<file path="src/rtl/scene_seq_pkg.sv">
// Shared definitions for the scene sequencer.
//   state_t          : sequencer FSM states
//   AUDIO_CFG_NIBBLE : low nibble of every audio configuration word
//   DEFAULT_N_LAG    : default maximum trail length
package scene_seq_pkg;

   typedef enum logic [2:0] {
      IDLE,
      RUN,
      FADE_OUT,
      SWITCH,
      FADE_IN
   } state_t;

   localparam logic [3:0]  AUDIO_CFG_NIBBLE = 4'hA;
   localparam int unsigned DEFAULT_N_LAG    = 15;

endpackage

</file>
<file path="src/rtl/frame_edge_detect.sv">
// Frame edge detector: registers vsync_in once, emits a one-cycle frame_tick
// on the active-going transition and counts frames.
//   clk, rst_n  : clock, async active-low reset
//   vsync_in    : vsync, same clock domain
//   frame_tick  : one-cycle pulse per frame edge
//   frame_no    : wrapping frame counter, increments with frame_tick
module frame_edge_detect #(
   parameter int unsigned FRAME_BITS       = 9,
   parameter bit          VSYNC_ACTIVE_LOW = 1'b1
) (
   input  logic                  clk,
   input  logic                  rst_n,
   input  logic                  vsync_in,
   output logic                  frame_tick,
   output logic [FRAME_BITS-1:0] frame_no
);

   localparam logic INACTIVE = VSYNC_ACTIVE_LOW ? 1'b1 : 1'b0;

   logic vsync_q;
   logic active_edge;

   // History starts at the inactive level so an already-active vsync
   // after reset still yields exactly one tick.
   assign active_edge = (vsync_in != INACTIVE) && (vsync_q == INACTIVE);

   always_ff @(posedge clk or negedge rst_n) begin
      if (!rst_n) begin
         vsync_q    <= INACTIVE;
         frame_tick <= 1'b0;
         frame_no   <= '0;
      end else begin
         vsync_q    <= vsync_in;
         frame_tick <= active_edge;
         if (active_edge)
            frame_no <= frame_no + FRAME_BITS'(1);
      end
   end

endmodule

</file>
<file path="src/rtl/scene_sequencer.sv">
// Scene sequencer: frame-rate controller for the trail-pattern datapath and
// the audio engine. Steps through scenes, fades the trail length out/in
// around each switch and hands a config word to audio over req/ack.
//   clk, rst_n      : clock, async active-low reset
//   vsync_in        : vsync, same clock domain
//   enable          : 1 = sequencing runs, 0 = scene/fade state frozen
//   frame_no        : frame counter
//   frame_tick      : one pulse per frame edge
//   scene           : current scene index
//   lag_len         : number of trail taps enabled (0..N_LAG)
//   audio_cfg_req   : config valid to audio engine
//   audio_cfg_data  : {scene[3:0], 4'hA}
//   audio_cfg_ack   : audio engine accepted the config
//   busy            : high outside RUN and IDLE
//   snd_mute        : only with SCENE_SEQ_MUTE_EN defined; high FADE_OUT..FADE_IN
module scene_sequencer
   import scene_seq_pkg::*;
#(
   parameter int unsigned FRAME_BITS       = 9,
   parameter int unsigned FRAMES_PER_SCENE = 256,
   parameter int unsigned N_SCENES         = 4,
   parameter int unsigned N_LAG            = DEFAULT_N_LAG,
   parameter bit          VSYNC_ACTIVE_LOW = 1'b1,
   localparam int unsigned SCENE_W         = (N_SCENES > 1) ? $clog2(N_SCENES) : 1
) (
   input  logic                  clk,
   input  logic                  rst_n,
   input  logic                  vsync_in,
   input  logic                  enable,
   output logic [FRAME_BITS-1:0] frame_no,
   output logic                  frame_tick,
   output logic [SCENE_W-1:0]    scene,
   output logic [3:0]            lag_len,
   output logic                  audio_cfg_req,
   output logic [7:0]            audio_cfg_data,
   input  logic                  audio_cfg_ack,
   output logic                  busy
`ifdef SCENE_SEQ_MUTE_EN
   ,
   output logic                  snd_mute
`endif
);

   localparam int unsigned CNT_W   = $clog2(FRAMES_PER_SCENE + 1);
   localparam logic [3:0]  LAG_MAX = 4'(N_LAG);

   state_t             state, state_n;
   logic [CNT_W-1:0]   cnt, cnt_n;
   logic [SCENE_W-1:0] scene_n, scene_inc;
   logic [3:0]         lag_n;
   logic               req_n;
   logic [7:0]         data_n;

   frame_edge_detect #(
      .FRAME_BITS       (FRAME_BITS),
      .VSYNC_ACTIVE_LOW (VSYNC_ACTIVE_LOW)
   ) u_edge (
      .clk        (clk),
      .rst_n      (rst_n),
      .vsync_in   (vsync_in),
      .frame_tick (frame_tick),
      .frame_no   (frame_no)
   );

   assign scene_inc = (scene == SCENE_W'(N_SCENES - 1)) ? '0 : scene + SCENE_W'(1);

   always_ff @(posedge clk or negedge rst_n) begin
      if (!rst_n) begin
         state          <= IDLE;
         cnt            <= '0;
         scene          <= '0;
         lag_len        <= LAG_MAX;
         audio_cfg_req  <= 1'b0;
         audio_cfg_data <= {4'h0, AUDIO_CFG_NIBBLE};
      end else begin
         state          <= state_n;
         cnt            <= cnt_n;
         scene          <= scene_n;
         lag_len        <= lag_n;
         audio_cfg_req  <= req_n;
         audio_cfg_data <= data_n;
      end
   end

   always_comb begin
      state_n = state;
      cnt_n   = cnt;
      scene_n = scene;
      lag_n   = lag_len;
      req_n   = audio_cfg_req;
      data_n  = audio_cfg_data;
      // The handshake completes even with enable low, so req never drops
      // without an ack; the FSM then sits frozen in FADE_IN.
      if (state == SWITCH && audio_cfg_req && audio_cfg_ack) begin
         req_n   = 1'b0;
         state_n = FADE_IN;
      end else if (enable) begin
         case (state)
            IDLE: begin
               if (frame_tick) begin
                  state_n = RUN;
                  cnt_n   = '0;
               end
            end
            RUN: begin
               if (frame_tick) begin
                  if (cnt == CNT_W'(FRAMES_PER_SCENE - 1)) begin
                     state_n = FADE_OUT;
                     cnt_n   = '0;
                  end else begin
                     cnt_n = cnt + CNT_W'(1);
                  end
               end
            end
            FADE_OUT: begin
               if (frame_tick) begin
                  if (lag_len > 4'd1) begin
                     lag_n = lag_len - 4'd1;
                  end else begin
                     lag_n   = '0;
                     state_n = SWITCH;
                     scene_n = scene_inc;
                     data_n  = {4'(scene_inc), AUDIO_CFG_NIBBLE};
                     req_n   = 1'b1;
                  end
               end
            end
            FADE_IN: begin
               if (frame_tick) begin
                  if ((5'(lag_len) + 5'd1) < 5'(LAG_MAX)) begin
                     lag_n = lag_len + 4'd1;
                  end else begin
                     lag_n   = LAG_MAX;
                     state_n = RUN;
                     cnt_n   = '0;
                  end
               end
            end
            default: ;
         endcase
      end
   end

   assign busy = (state != RUN) && (state != IDLE);

`ifdef SCENE_SEQ_MUTE_EN
   // Mute spans exactly the non-RUN, non-IDLE states.
   assign snd_mute = busy;
`endif

endmodule

</file>
<file path="config.mk">
export PLATFORM = sky130hd
export DESIGN_NAME = scene_sequencer
export DESIGN_NICKNAME = d
export VERILOG_FILES = /design/src/rtl/scene_seq_pkg.sv /design/src/rtl/frame_edge_detect.sv /design/src/rtl/scene_sequencer.sv
export SDC_FILE = /design/constraint.sdc
export NUM_CORES = 1
export LEC_CHECK = 0
export CAP_MARGIN = 20
export CORE_UTILIZATION = 52
export DETAILED_ROUTE_END_ITERATION = 10
export HOLD_SLACK_MARGIN = 0.1
export PLACE_DENSITY = 0.79
export SLEW_MARGIN = 5
export SYNTH_ARGS = -nofsm -noshare
export SYNTH_HDL_FRONTEND = slang
export SYNTH_SLANG_ARGS = --single-unit
</file>
<file path="constraint.sdc">
create_clock -name clk -period 2.3 [get_ports clk]
set_input_delay 0.46 -clock clk [delete_from_list [all_inputs] [get_ports clk]]
set_output_delay 0.46 -clock clk [all_outputs]
set_load 0.01 [all_outputs]
</file>
==> results of run 1 <==
synth_stat cells, drive strengths merged, types with 2 or more instances:
library cell	instances
inv	6
o21a	2
or3	2
a31oi	5
nor3	4
nor2b	5
conb	2
xnor2	6
xor2	3
and4	2
a21o	3
mux2	4
buf	13
clkbuf	3
nand2b	3
a21oi	3
nor2	12
and3	2
nor3b	2
o21ai	10
dfrtp	25
o211ai	6
ha	6
a211oi	2
nand2	7
dfstp	5
nand3	9
a22o	4
or2	3
a21boi	2
registers in the layout, summed over array words and instances (netlist names):
signal,flops
cnt,9
u_edge.frame_no,9
lag_len,4
state,3
scene,2
audio_cfg_req,1
u_edge.frame_tick,1
u_edge.vsync_q,1
final cells by class:
| cell class | instances | area [um2] | area share (%) |
|---|---|---|---|
| multi-input combinational | 129 | 913.4 | 43.98 |
| inverter | 6 | 22.52 | 1.084 |
| timing repair buffer | 28 | 270.3 | 13.01 |
| clock buffer | 8 | 58.81 | 2.831 |
| sequential | 30 | 757.0 | 36.45 |
| tap | 44 | 55.05 | 2.651 |
power groups by stage:
stage	clock, mW	sequential, mW	combinational (mW)
floorplan	0	0.883	0.656
finish	0.324	0.940	0.917
global route	0.356	0.972	0.996
global placement	0	0.923	0.881
CTS	0.337	0.935	0.921
detailed placement	0	0.942	0.914
worst max-delay path: stages, from the launching register on:
cell       delay (ns)
dfstp_2          0.63
inv_1            0.07
ha_1             0.30
nand2b_1         0.11
a2111oi_4        0.52
o211ai_1         0.17
a22o_1           0.26
layer usage:
layer | global-route usage (%) | part of all wire (%) | vias up | routed length, um
li1 | - | - | 677 | -
met1 | 29.39 | 46 | 691 | 1662
met2 | 35.16 | 47 | 45 | 1687
met3 | 5.330 | 4.6 | 7 | 164
met4 | 10.06 | 1.7 | 0 | 62
met5 | 0 | 0 | - | 0
per-stage QoR:
step	cell area (um2)	hold slack [ns]	instances	power (mW)	setup slack, ns
floorplan	1807	0.1644	181	1.539	0.3420
global placement	2018	0.4603	237	1.804	0.2555
detailed placement	2018	0.4709	237	1.856	0.1801
CTS	2077	0.4849	245	2.194	0.1387
global route	2077	0.5166	245	2.325	0.01447
finish	2077	0.4829	245	2.180	0.1413
how the worst max path moves through the flow:
stage                 end
2_1_floorplan      cnt[0]
3_3_place_gp       cnt[2]
3_5_place_dp   lag_len[2]
4_1_cts            cnt[6]
5_1_grt            cnt[5]
6_report           cnt[6]
cell families (layout without fill, tap and decap cells):
logic type	count (synthesis)	after routing	synth area share (%)
simple gates	55	55	16.83
mux	5	5	3.072
xor+xnor	9	9	4.400
other cells	2	6	0.4192
compound gates	48	48	21.23
buf+inv	22	42	7.611
fa+ha+maj	6	6	4.190
flops	30	30	42.25
==> impl_metrics.prom, run 1 <==
# TYPE chip_impl_metric gauge
chip_impl_info{name="end_kind",value="register"} 1
chip_impl_metric{name="clk_latency",unit="ns"} 0.33
chip_impl_info{name="holdCritPathClass",value="reg -> reg"} 1
chip_impl_info{name="synth_area_leader_cell",value="dfrtp_1"} 1
chip_impl_metric{name="detail_route.first_pass.iterations",unit=""} 4
chip_impl_info{name="layout_commonest_cell",value="dfrtp_1"} 1
chip_impl_info{name="worst_setup_path_category",value="reg -> reg"} 1
chip_impl_metric{name="timing_worst_slew_pin_value",unit="ns"} 0.6607
chip_impl_metric{name="fin_tns_setup",unit="ns"} 0
chip_impl_metric{name="die-area",unit="um2"} 3684
chip_impl_metric{name="worstPathMaxFanout",unit=""} 10
chip_impl_metric{name="ctsHtreeMaxLevel",unit=""} 2
chip_impl_metric{name="max_slew_headroom",unit="%"} 55.86
chip_impl_metric{name="timing.max_cap.violations",unit=""} 0
chip_impl_metric{name="drtIter0Drc",unit=""} 88
chip_impl_metric{name="pin_count",unit=""} 31
chip_impl_info{name="synth.area.top_cells",value="dfrtp_1 35%, dfstp_2 7.3%, buf_4 4.2%, ha_1 4.2%, xnor2_1 2.9%"} 1
chip_impl_metric{name="first_global_vias",unit=""} 1374
chip_impl_metric{name="cts-hold-fix-buffers",unit=""} 0
chip_impl_metric{name="fmaxAchievable",unit="MHz"} 463.3
chip_impl_metric{name="place.gp.congestion",unit=""} 0.8882
chip_impl_metric{name="post_synth_instance_area",unit="um2"} 1792
chip_impl_metric{name="global_route.overflow_total",unit=""} 0
chip_impl_metric{name="fp.dieH",unit="um"} 60.70
chip_impl_metric{name="clk_path_buf_depth",unit=""} 2
chip_impl_metric{name="synth.avg_cell_area",unit="um2"} 10.12
chip_impl_metric{name="vdd.ir_drop.worst",unit="mV"} 0.6539
chip_impl_info{name="startpoint_type",value="register"} 1
chip_impl_metric{name="antenna_found_initial",unit=""} 0
chip_impl_metric{name="postCtsResizedCells",unit=""} 0
chip_impl_metric{name="cts_inserted_buffers",unit=""} 5
chip_impl_info{name="rsz_0062_raised_after_global_routing",value="no"} 1
chip_impl_metric{name="min_path_cells",unit=""} 1
chip_impl_info{name="startpoint",value="lag_len[0]"} 1
chip_impl_metric{name="synth_largest_type_area_fraction",unit="%"} 34.92
chip_impl_info{name="most_used_dff_post_synth",value="dfrtp_1"} 1
chip_impl_metric{name="clkSlewWorstSetupHoldPaths",unit="ns"} 0.09
chip_impl_metric{name="period_minus_slack",unit="ns"} 2.159
chip_impl_info{name="cts_tree",value="built"} 1
chip_impl_info{name="highest_count_cells_in_the_layout_ignoring_fill_and_taps",value="25 x dfrtp_1, 24 x clkdlybuf4s50_1, 12 x nor2_1"} 1
chip_impl_metric{name="flow.area_growth_from_synthesis",unit="%"} 15.92
chip_impl_metric{name="wire_per_inst",unit="um"} 14.60
chip_impl_metric{name="ant_nets",unit=""} 0
chip_impl_metric{name="grt_start_max_net_pins",unit=""} 31
chip_impl_metric{name="post-cts-setup-buffers",unit=""} 0
chip_impl_metric{name="sequential_group_share_of_total_power",unit="%"} 43.1
chip_impl_info{name="cts_root_buffer",value="clkbuf_4"} 1
chip_impl_metric{name="core_area",unit="um2"} 3153
chip_impl_metric{name="clkPwrFrac",unit="%"} 14.9
chip_impl_metric{name="total_switching_power",unit="mW"} 0.8669
chip_impl_metric{name="power-per-cell-area",unit="nW/um2"} 1050
chip_impl_metric{name="rows",unit=""} 20
chip_impl_metric{name="drt-vias-per-instance",unit=""} 5.796
chip_impl_metric{name="detail_route.drc_violations",unit=""} 0
chip_impl_metric{name="ys_warn_count",unit=""} 0
chip_impl_metric{name="starting_density_of_the_core",unit="%"} 56.83
chip_impl_info{name="timing.rr.end",value="cnt[6]"} 1
chip_impl_metric{name="detailed_place_hpwl",unit="um"} 2604
chip_impl_metric{name="design.final.nets",unit=""} 211
chip_impl_metric{name="die_wd",unit="um"} 60.70
chip_impl_info{name="run_status",value="finished clean"} 1
chip_impl_metric{name="layout_worst_path_cycle_share",unit="%"} 93.85
chip_impl_metric{name="synth_enable_flop_cells",unit=""} 0
chip_impl_metric{name="power.share.switching",unit="%"} 39.76
chip_impl_metric{name="io_buffer_count",unit=""} 24
chip_impl_metric{name="power.static_leakage",unit="nW"} 0.8446
chip_impl_metric{name="slew_violations",unit=""} 0
chip_impl_metric{name="synthesis.instances",unit=""} 177
chip_impl_metric{name="clock_skew",unit="ns"} 0.01002
chip_impl_metric{name="ys_seq_elements",unit=""} 30
chip_impl_metric{name="insertedDiodeCount",unit=""} 0
chip_impl_metric{name="cp.arrival",unit="ns"} 2.37
chip_impl_metric{name="intPower",unit="mW"} 1.313
chip_impl_info{name="r2r_start",value="lag_len[0]"} 1
chip_impl_metric{name="worst-endpoint-required",unit="ns"} 2.51
chip_impl_metric{name="final-hold-violation-count",unit=""} 0
chip_impl_metric{name="wire_length_reported_by_the_detailed_router",unit="um"} 3577
chip_impl_info{name="hold_path_end",value="u_edge.frame_no[8]"} 1
chip_impl_metric{name="setup_viol",unit=""} 0
chip_impl_metric{name="layout-drive-gt1-share",unit="%"} 14.93
chip_impl_metric{name="synth.lib_cells_used.distinct",unit=""} 54
chip_impl_info{name="min-delay-start",value="u_edge.frame_no[8]"} 1
chip_impl_metric{name="cts_num_sinks",unit=""} 30
chip_impl_metric{name="grt_first_pass_wirelength",unit="um"} 6030
chip_impl_metric{name="grtUsageTotal",unit="%"} 22.35
chip_impl_metric{name="vias",unit=""} 1420
chip_impl_metric{name="r2r_setup_slack",unit="ns"} 0.14
chip_impl_metric{name="layout.core_utilization",unit="%"} 65.87
chip_impl_metric{name="ys_async_sr_fraction",unit="%"} 100.0
chip_impl_metric{name="r2r_worst_path_depth",unit=""} 6
chip_impl_metric{name="comb_power_share",unit="%"} 42.0
chip_impl_metric{name="num-fill-cells",unit=""} 261
chip_impl_metric{name="ys_seq_area_share",unit="%"} 42.25
Power figures use the tool's default switching activity.
==> run 2: changes to the inputs <==
==> constraint.sdc (replaced) <==
create_clock -name clk -period 2.27 [get_ports clk]
set_input_delay 0.454 -clock clk [delete_from_list [all_inputs] [get_ports clk]]
set_output_delay 0.454 -clock clk [all_outputs]
set_load 0.01 [all_outputs]
==> run 2 against run 1 <==
Critical path depth is 1 higher. Sequential cell count stayed put. Cell area rose by 1.3%. Cell count increased by 1.2%. Die area stayed put.
==> impl_metrics.prom, run 2 (synthesis gave the netlist of run 1 again) <==
# TYPE chip_impl_metric gauge
chip_impl_metric{name="core_area",unit="um2"} 3153
chip_impl_metric{name="clk_path_buf_depth",unit=""} 2
chip_impl_metric{name="vdd.ir_drop.worst",unit="mV"} 0.8722
chip_impl_metric{name="r2r_setup_slack",unit="ns"} 0.15
chip_impl_metric{name="power-per-cell-area",unit="nW/um2"} 1065
chip_impl_info{name="timing.rr.end",value="cnt[0]"} 1
chip_impl_metric{name="timing.max_cap.violations",unit=""} 0
chip_impl_metric{name="cts_inserted_buffers",unit=""} 5
chip_impl_metric{name="grt_first_pass_wirelength",unit="um"} 6320
chip_impl_metric{name="die-area",unit="um2"} 3684
chip_impl_metric{name="num-fill-cells",unit=""} 271
chip_impl_metric{name="global_route.overflow_total",unit=""} 0
chip_impl_metric{name="clk_latency",unit="ns"} 0.34
chip_impl_info{name="rsz_0062_raised_after_global_routing",value="no"} 1
chip_impl_info{name="startpoint_type",value="register"} 1
chip_impl_metric{name="power.static_leakage",unit="nW"} 0.8613
chip_impl_metric{name="pin_count",unit=""} 31
chip_impl_metric{name="ant_nets",unit=""} 0
chip_impl_metric{name="drtIter0Drc",unit=""} 133
chip_impl_metric{name="clkSlewWorstSetupHoldPaths",unit="ns"} 0.10
chip_impl_metric{name="layout_worst_path_cycle_share",unit="%"} 93.35
chip_impl_info{name="min-delay-start",value="u_edge.frame_no[8]"} 1
chip_impl_metric{name="vias",unit=""} 1415
chip_impl_metric{name="fin_tns_setup",unit="ns"} 0
chip_impl_metric{name="clock_skew",unit="ns"} 0.004268
chip_impl_info{name="cts_root_buffer",value="clkbuf_4"} 1
chip_impl_info{name="layout_commonest_cell",value="dfrtp_1"} 1
chip_impl_metric{name="antenna_found_initial",unit=""} 0
chip_impl_metric{name="io_buffer_count",unit=""} 24
chip_impl_metric{name="layout.core_utilization",unit="%"} 66.75
chip_impl_metric{name="timing_worst_slew_pin_value",unit="ns"} 0.7354
chip_impl_metric{name="place.gp.congestion",unit=""} 0.8668
chip_impl_metric{name="setup_viol",unit=""} 0
chip_impl_metric{name="die_wd",unit="um"} 60.70
chip_impl_metric{name="starting_density_of_the_core",unit="%"} 56.83
chip_impl_metric{name="detail_route.drc_violations",unit=""} 0
chip_impl_metric{name="wire_per_inst",unit="um"} 14.42
chip_impl_metric{name="final_critical_path_setup_slack",unit="ns"} 0.1510
chip_impl_info{name="hold_path_end",value="u_edge.frame_no[8]"} 1
chip_impl_metric{name="dp_worst_setup_slack",unit="ns"} 0.1578
chip_impl_metric{name="period_minus_slack",unit="ns"} 2.119
chip_impl_metric{name="max_slew_headroom",unit="%"} 50.86
chip_impl_metric{name="grt_start_max_net_pins",unit=""} 31
chip_impl_info{name="cts_tree",value="built"} 1
chip_impl_metric{name="worstPathMaxFanout",unit=""} 10
chip_impl_metric{name="r2r_worst_path_depth",unit=""} 7
chip_impl_info{name="r2r_start",value="lag_len[0]"} 1
chip_impl_metric{name="area_of_the_multi_input_gates",unit="um2"} 913.4
chip_impl_metric{name="detail_route.first_pass.iterations",unit=""} 4
chip_impl_info{name="regs_by_ff_count",value="cnt: 9 flops, u_edge.frame_no: 9 flops, lag_len: 4 flops"} 1
chip_impl_metric{name="flow.area_growth_from_synthesis",unit="%"} 17.46
chip_impl_info{name="highest_count_cells_in_the_layout_ignoring_fill_and_taps",value="25 x dfrtp_1, 24 x clkdlybuf4s50_1, 12 x nor2_1"} 1
chip_impl_metric{name="fp.dieH",unit="um"} 60.70
chip_impl_metric{name="postCtsResizedCells",unit=""} 0
chip_impl_metric{name="drt-vias-per-instance",unit=""} 5.706
chip_impl_info{name="end_kind",value="register"} 1
chip_impl_metric{name="first_global_vias",unit=""} 1422
chip_impl_metric{name="design.final.nets",unit=""} 214
chip_impl_metric{name="wire_length_reported_by_the_detailed_router",unit="um"} 3577
chip_impl_metric{name="rows",unit=""} 20
chip_impl_metric{name="cp.arrival",unit="ns"} 2.35
chip_impl_info{name="run_status",value="finished clean"} 1
chip_impl_metric{name="fmaxAchievable",unit="MHz"} 471.9
chip_impl_info{name="worst_setup_path_category",value="reg -> reg"} 1
chip_impl_info{name="holdCritPathClass",value="reg -> reg"} 1
chip_impl_metric{name="insertedDiodeCount",unit=""} 0
chip_impl_metric{name="worst-endpoint-required",unit="ns"} 2.50
chip_impl_metric{name="grtUsageTotal",unit="%"} 23.41
chip_impl_metric{name="final-hold-violation-count",unit=""} 0
chip_impl_metric{name="ctsHtreeMaxLevel",unit=""} 2
chip_impl_metric{name="cts_num_sinks",unit=""} 30
chip_impl_metric{name="layout-drive-gt1-share",unit="%"} 17.16
chip_impl_metric{name="slew_violations",unit=""} 0
chip_impl_metric{name="total_area_of_sequential_cells",unit="um2"} 757.0
chip_impl_metric{name="detailed_place_hpwl",unit="um"} 2467
chip_impl_metric{name="min_path_cells",unit=""} 1
-- run 2: changes by cell type in the layout (fill, tap and decap cells not counted), sizes merged --
cell / change
buf: +3
clkbuf: -2
clkinv: +1
clkinvlp: +1
-- run 2: layout make-up --
class / count / area share (%)
Inverter: 6 / 1.070
Tap cell: 44 / 2.616
Multi-Input combinational cell: 129 / 43.40
Clock buffer: 6 / 2.438
Clock inverter: 2 / 0.5945
Timing Repair Buffer: 31 / 13.91
Sequential cell: 30 / 35.97
-- run 2: how the worst max path moves through the flow --
stage	cells past startpoint	endpoint	from
floorplan	6	cnt[0]	lag_len[0]
global placement	6	cnt[0]	lag_len[0]
detailed placement	6	cnt[0]	lag_len[0]
CTS	6	cnt[5]	lag_len[0]
global route	7	cnt[5]	lag_len[0]
finish	7	cnt[0]	lag_len[0]
-- run 2: critical path, cell delays in order (launching register included) --
cell	delay, ns
dfstp_2	0.62
inv_1	0.06
ha_1	0.30
nand2b_1	0.13
a2111oi_4	0.35
buf_4	0.20
o21ai_2	0.07
mux2_2	0.27
-- run 2: layer usage --
layer  track usage, %  up-vias  share of wire (%)
li1                 -      689                  -
met1            32.88      670                 45
met2            33.59       49                 47
met3            6.823        7                5.8
met4            10.39        0                1.9
met5                0        -                  0
-- run 2: report_power, final --
part           switching (mW)  leakage, nW  internal [mW]
clock network           0.200       0.0343          0.149
logic                   0.462        0.449          0.480
registers               0.245        0.378          0.705
total                   0.907        0.861           1.33
-- run 2: per-stage QoR --
step | cells | power, mW | area, um2 | hold WS [ns]
after floorplan | 181 | 1.559 | 1807 | 0.1584
after global placement | 239 | 1.841 | 2033 | 0.4605
after detailed placement | 239 | 1.882 | 2033 | 0.4729
after CTS | 247 | 2.242 | 2097 | 0.4882
after global routing | 248 | 2.425 | 2105 | 0.5190
final | 248 | 2.241 | 2105 | 0.4829
-- run 2: timing repair --
item                                    CTS  global route
hold buffers                              0             0
buffers inserted                          0             1
endpoints found under the setup margin    0             4
==> run 3: changes to the inputs <==
--- a/config.mk
+++ b/config.mk
@@ -10,6 +10,7 @@
 export DETAILED_ROUTE_END_ITERATION = 10
 export HOLD_SLACK_MARGIN = 0.1
 export PLACE_DENSITY = 0.79
+export RECOVER_POWER = 25
 export SLEW_MARGIN = 5
 export SYNTH_ARGS = -nofsm -noshare
 export SYNTH_HDL_FRONTEND = slang
==> run 3 against run 2 <==
Combinational power is essentially flat. Critical path depth unchanged. Highest routed layer unchanged. Total power decreased by 0.19%. Clock skew is essentially flat. Critical path type unchanged. Worst setup slack better by 0.00065 ns. Global-route usage is the same. Critical endpoint unchanged.
==> impl_metrics.prom, run 3 (synthesis gave the netlist of run 1 again) <==
# TYPE chip_impl_metric gauge
chip_impl_info{name="run_status",value="finished clean"} 1
chip_impl_metric{name="io_buffer_count",unit=""} 24
chip_impl_metric{name="period_minus_slack",unit="ns"} 2.118
chip_impl_metric{name="sequential_group_share_of_total_power",unit="%"} 42.5
chip_impl_metric{name="slew_violations",unit=""} 0
chip_impl_metric{name="starting_density_of_the_core",unit="%"} 56.83
chip_impl_metric{name="dpl-instance-area",unit="um2"} 2033
chip_impl_metric{name="setup_viol",unit=""} 0
chip_impl_info{name="startpoint_type",value="register"} 1
chip_impl_metric{name="layout_worst_path_cycle_share",unit="%"} 93.32
chip_impl_metric{name="vdd.ir_drop.worst",unit="mV"} 0.8697
chip_impl_metric{name="grt_start_max_net_pins",unit=""} 31
chip_impl_metric{name="die-area",unit="um2"} 3684
chip_impl_metric{name="die_wd",unit="um"} 60.70
chip_impl_metric{name="comb_power_share",unit="%"} 42.0
chip_impl_metric{name="postCtsResizedCells",unit=""} 0
chip_impl_metric{name="timing.max_cap.violations",unit=""} 0
chip_impl_metric{name="layout-drive-gt1-share",unit="%"} 17.16
chip_impl_metric{name="total_switching_power",unit="mW"} 0.9044
chip_impl_metric{name="cts_num_sinks",unit=""} 30
chip_impl_metric{name="clk_path_buf_depth",unit=""} 2
chip_impl_metric{name="design.final.nets",unit=""} 214
chip_impl_metric{name="insertedDiodeCount",unit=""} 0
chip_impl_metric{name="fin_tns_setup",unit="ns"} 0
chip_impl_metric{name="worstPathMaxFanout",unit=""} 10
chip_impl_info{name="worstPathCellList",value="inv_1 -> ha_1 -> nand2b_1 -> a2111oi_4 -> buf_4 -> o21ai_2 -> mux2_2"} 1
chip_impl_metric{name="fin_hold_ws",unit="ns"} 0.4829
chip_impl_metric{name="power-per-cell-area",unit="nW/um2"} 1064
chip_impl_info{name="holdCritPathClass",value="reg -> reg"} 1
chip_impl_metric{name="vias",unit=""} 1418
chip_impl_metric{name="clk_latency",unit="ns"} 0.34
chip_impl_metric{name="grt_first_pass_wirelength",unit="um"} 6320
chip_impl_metric{name="power.static_leakage",unit="nW"} 0.8612
chip_impl_metric{name="flow.area_growth_from_synthesis",unit="%"} 17.32
chip_impl_metric{name="grtUsageTotal",unit="%"} 23.41
chip_impl_metric{name="ant_nets",unit=""} 0
chip_impl_metric{name="timing.critical_path.buf_inv",unit=""} 2
chip_impl_metric{name="place.gp.congestion",unit=""} 0.8668
chip_impl_info{name="cts_tree",value="built"} 1
chip_impl_metric{name="rows",unit=""} 20
chip_impl_metric{name="layout.cell_area.non_filler",unit="um2"} 2102
chip_impl_metric{name="core_area",unit="um2"} 3153
chip_impl_metric{name="worst-endpoint-required",unit="ns"} 2.50
chip_impl_info{name="highest_count_cells_in_the_layout_ignoring_fill_and_taps",value="25 x dfrtp_1, 22 x clkdlybuf4s50_1, 12 x nor2_1"} 1
chip_impl_info{name="critPathTopFamily",value="flip-flops"} 1
chip_impl_metric{name="power.share.switching",unit="%"} 40.44
chip_impl_metric{name="timing_worst_slew_pin_value",unit="ns"} 0.7500
chip_impl_metric{name="cts_inserted_buffers",unit=""} 5
chip_impl_info{name="layout_commonest_cell",value="dfrtp_1"} 1
chip_impl_info{name="rsz_0062_raised_after_global_routing",value="no"} 1
chip_impl_metric{name="pin_count",unit=""} 31
chip_impl_metric{name="intPower",unit="mW"} 1.332
chip_impl_metric{name="fp.dieH",unit="um"} 60.70
chip_impl_metric{name="cts-hold-fix-buffers",unit=""} 0
chip_impl_metric{name="antenna_found_initial",unit=""} 0
chip_impl_metric{name="wire_per_inst",unit="um"} 14.40
chip_impl_metric{name="clkSlewWorstSetupHoldPaths",unit="ns"} 0.10
chip_impl_info{name="critPathSlowestCell",value="dfstp_2"} 1
chip_impl_metric{name="wire_length_reported_by_the_detailed_router",unit="um"} 3572
chip_impl_metric{name="critical-path-max-stage-delay",unit="ns"} 0.62
chip_impl_metric{name="fin_total_pwr",unit="mW"} 2.236
chip_impl_metric{name="detail_route.first_pass.iterations",unit=""} 4
chip_impl_metric{name="clkPwrFrac",unit="%"} 15.5
chip_impl_metric{name="first_global_vias",unit=""} 1422
chip_impl_metric{name="clock_skew",unit="ns"} 0.003913
chip_impl_metric{name="max_slew_headroom",unit="%"} 50.00
chip_impl_metric{name="drt-vias-per-instance",unit=""} 5.718
chip_impl_metric{name="detailed_place_hpwl",unit="um"} 2467
chip_impl_info{name="regs_by_ff_count",value="cnt: 9 flops, u_edge.frame_no: 9 flops, lag_len: 4 flops"} 1
chip_impl_info{name="cts_root_buffer",value="clkbuf_4"} 1
chip_impl_metric{name="post-cts-setup-buffers",unit=""} 0
chip_impl_metric{name="ctsHtreeMaxLevel",unit=""} 2
chip_impl_metric{name="final-hold-violation-count",unit=""} 0
chip_impl_metric{name="global_route.overflow_total",unit=""} 0
chip_impl_metric{name="drtIter0Drc",unit=""} 133
chip_impl_metric{name="layout.core_utilization",unit="%"} 66.67
chip_impl_metric{name="fmaxAchievable",unit="MHz"} 472.1
chip_impl_info{name="end_kind",value="register"} 1
chip_impl_metric{name="detail_route.drc_violations",unit=""} 0
chip_impl_metric{name="cp.arrival",unit="ns"} 2.35
chip_impl_info{name="worst_setup_path_category",value="reg -> reg"} 1
==> run 3: cell types whose count changed in the layout (fill, tap and decap cells not counted) <==
cell	delta
clkdlybuf4s50_1	-2
clkbuf_2	+1
dlygate4sd3_1	+2
buf_4	-1
==> run 3: power groups by stage <==
stage	logic (mW)	clock network [mW]	registers, mW
after detailed placement	0.931	0	0.951
after global placement	0.903	0	0.938
after CTS	0.939	0.357	0.946
final	0.939	0.347	0.951
after global routing	1.05	0.383	0.991
after floorplan	0.665	0	0.894
==> run 3: worst reg2reg max path: cells and delay by family (launching register included) <==
kind	cells	cell delay, ns
buffers and inverters	2	0.26
AND/OR/NAND/NOR	1	0.13
flip-flops	1	0.62
AO/OA/AOI/OAI	2	0.44
adder cells (fa/ha/maj)	1	0.30
multiplexers	1	0.27
==> run 3: layout make-up <==
cell class / instances / area, um2
fill: 271 / 1051
multi-input combinational: 129 / 913.4
sequential: 30 / 757.0
timing repair buffer: 31 / 290.3
tap: 44 / 55.05
clock buffer: 6 / 51.30
inverter: 6 / 22.52
clock inverter: 2 / 12.51
==> run 3: worst paths after layout <==
path | start | to | slack (ns) | cells past startpoint
max | lag_len[0] | cnt[0] | 0.15 | 7
min | u_edge.frame_no[8] | u_edge.frame_no[8] | 0.48 | 1
min in group asynchronous | rst_n | cnt[4] | 0.69 | 2
min reg2reg | u_edge.frame_no[8] | u_edge.frame_no[8] | 0.48 | 1
max in group asynchronous | rst_n | cnt[0] | 1.09 | 2
max reg2reg | lag_len[0] | cnt[0] | 0.15 | 7
==> run 3: per-layer routing <==
metal	vias up	wire length, um	GRT usage [%]
met1	674	1627	32.88
met4	0	68	10.39
met3	7	195	6.823
met5	-	0	0
li1	690	-	-
met2	47	1681	33.59
==> run 3: per-stage QoR <==
step | std cells | worst slack, ns
2_1_floorplan | 181 | 0.3120
3_3_place_gp | 239 | 0.2194
3_5_place_dp | 239 | 0.1578
4_1_cts | 247 | 0.1315
5_1_grt | 248 | 0.03306
6_report | 248 | 0.1516
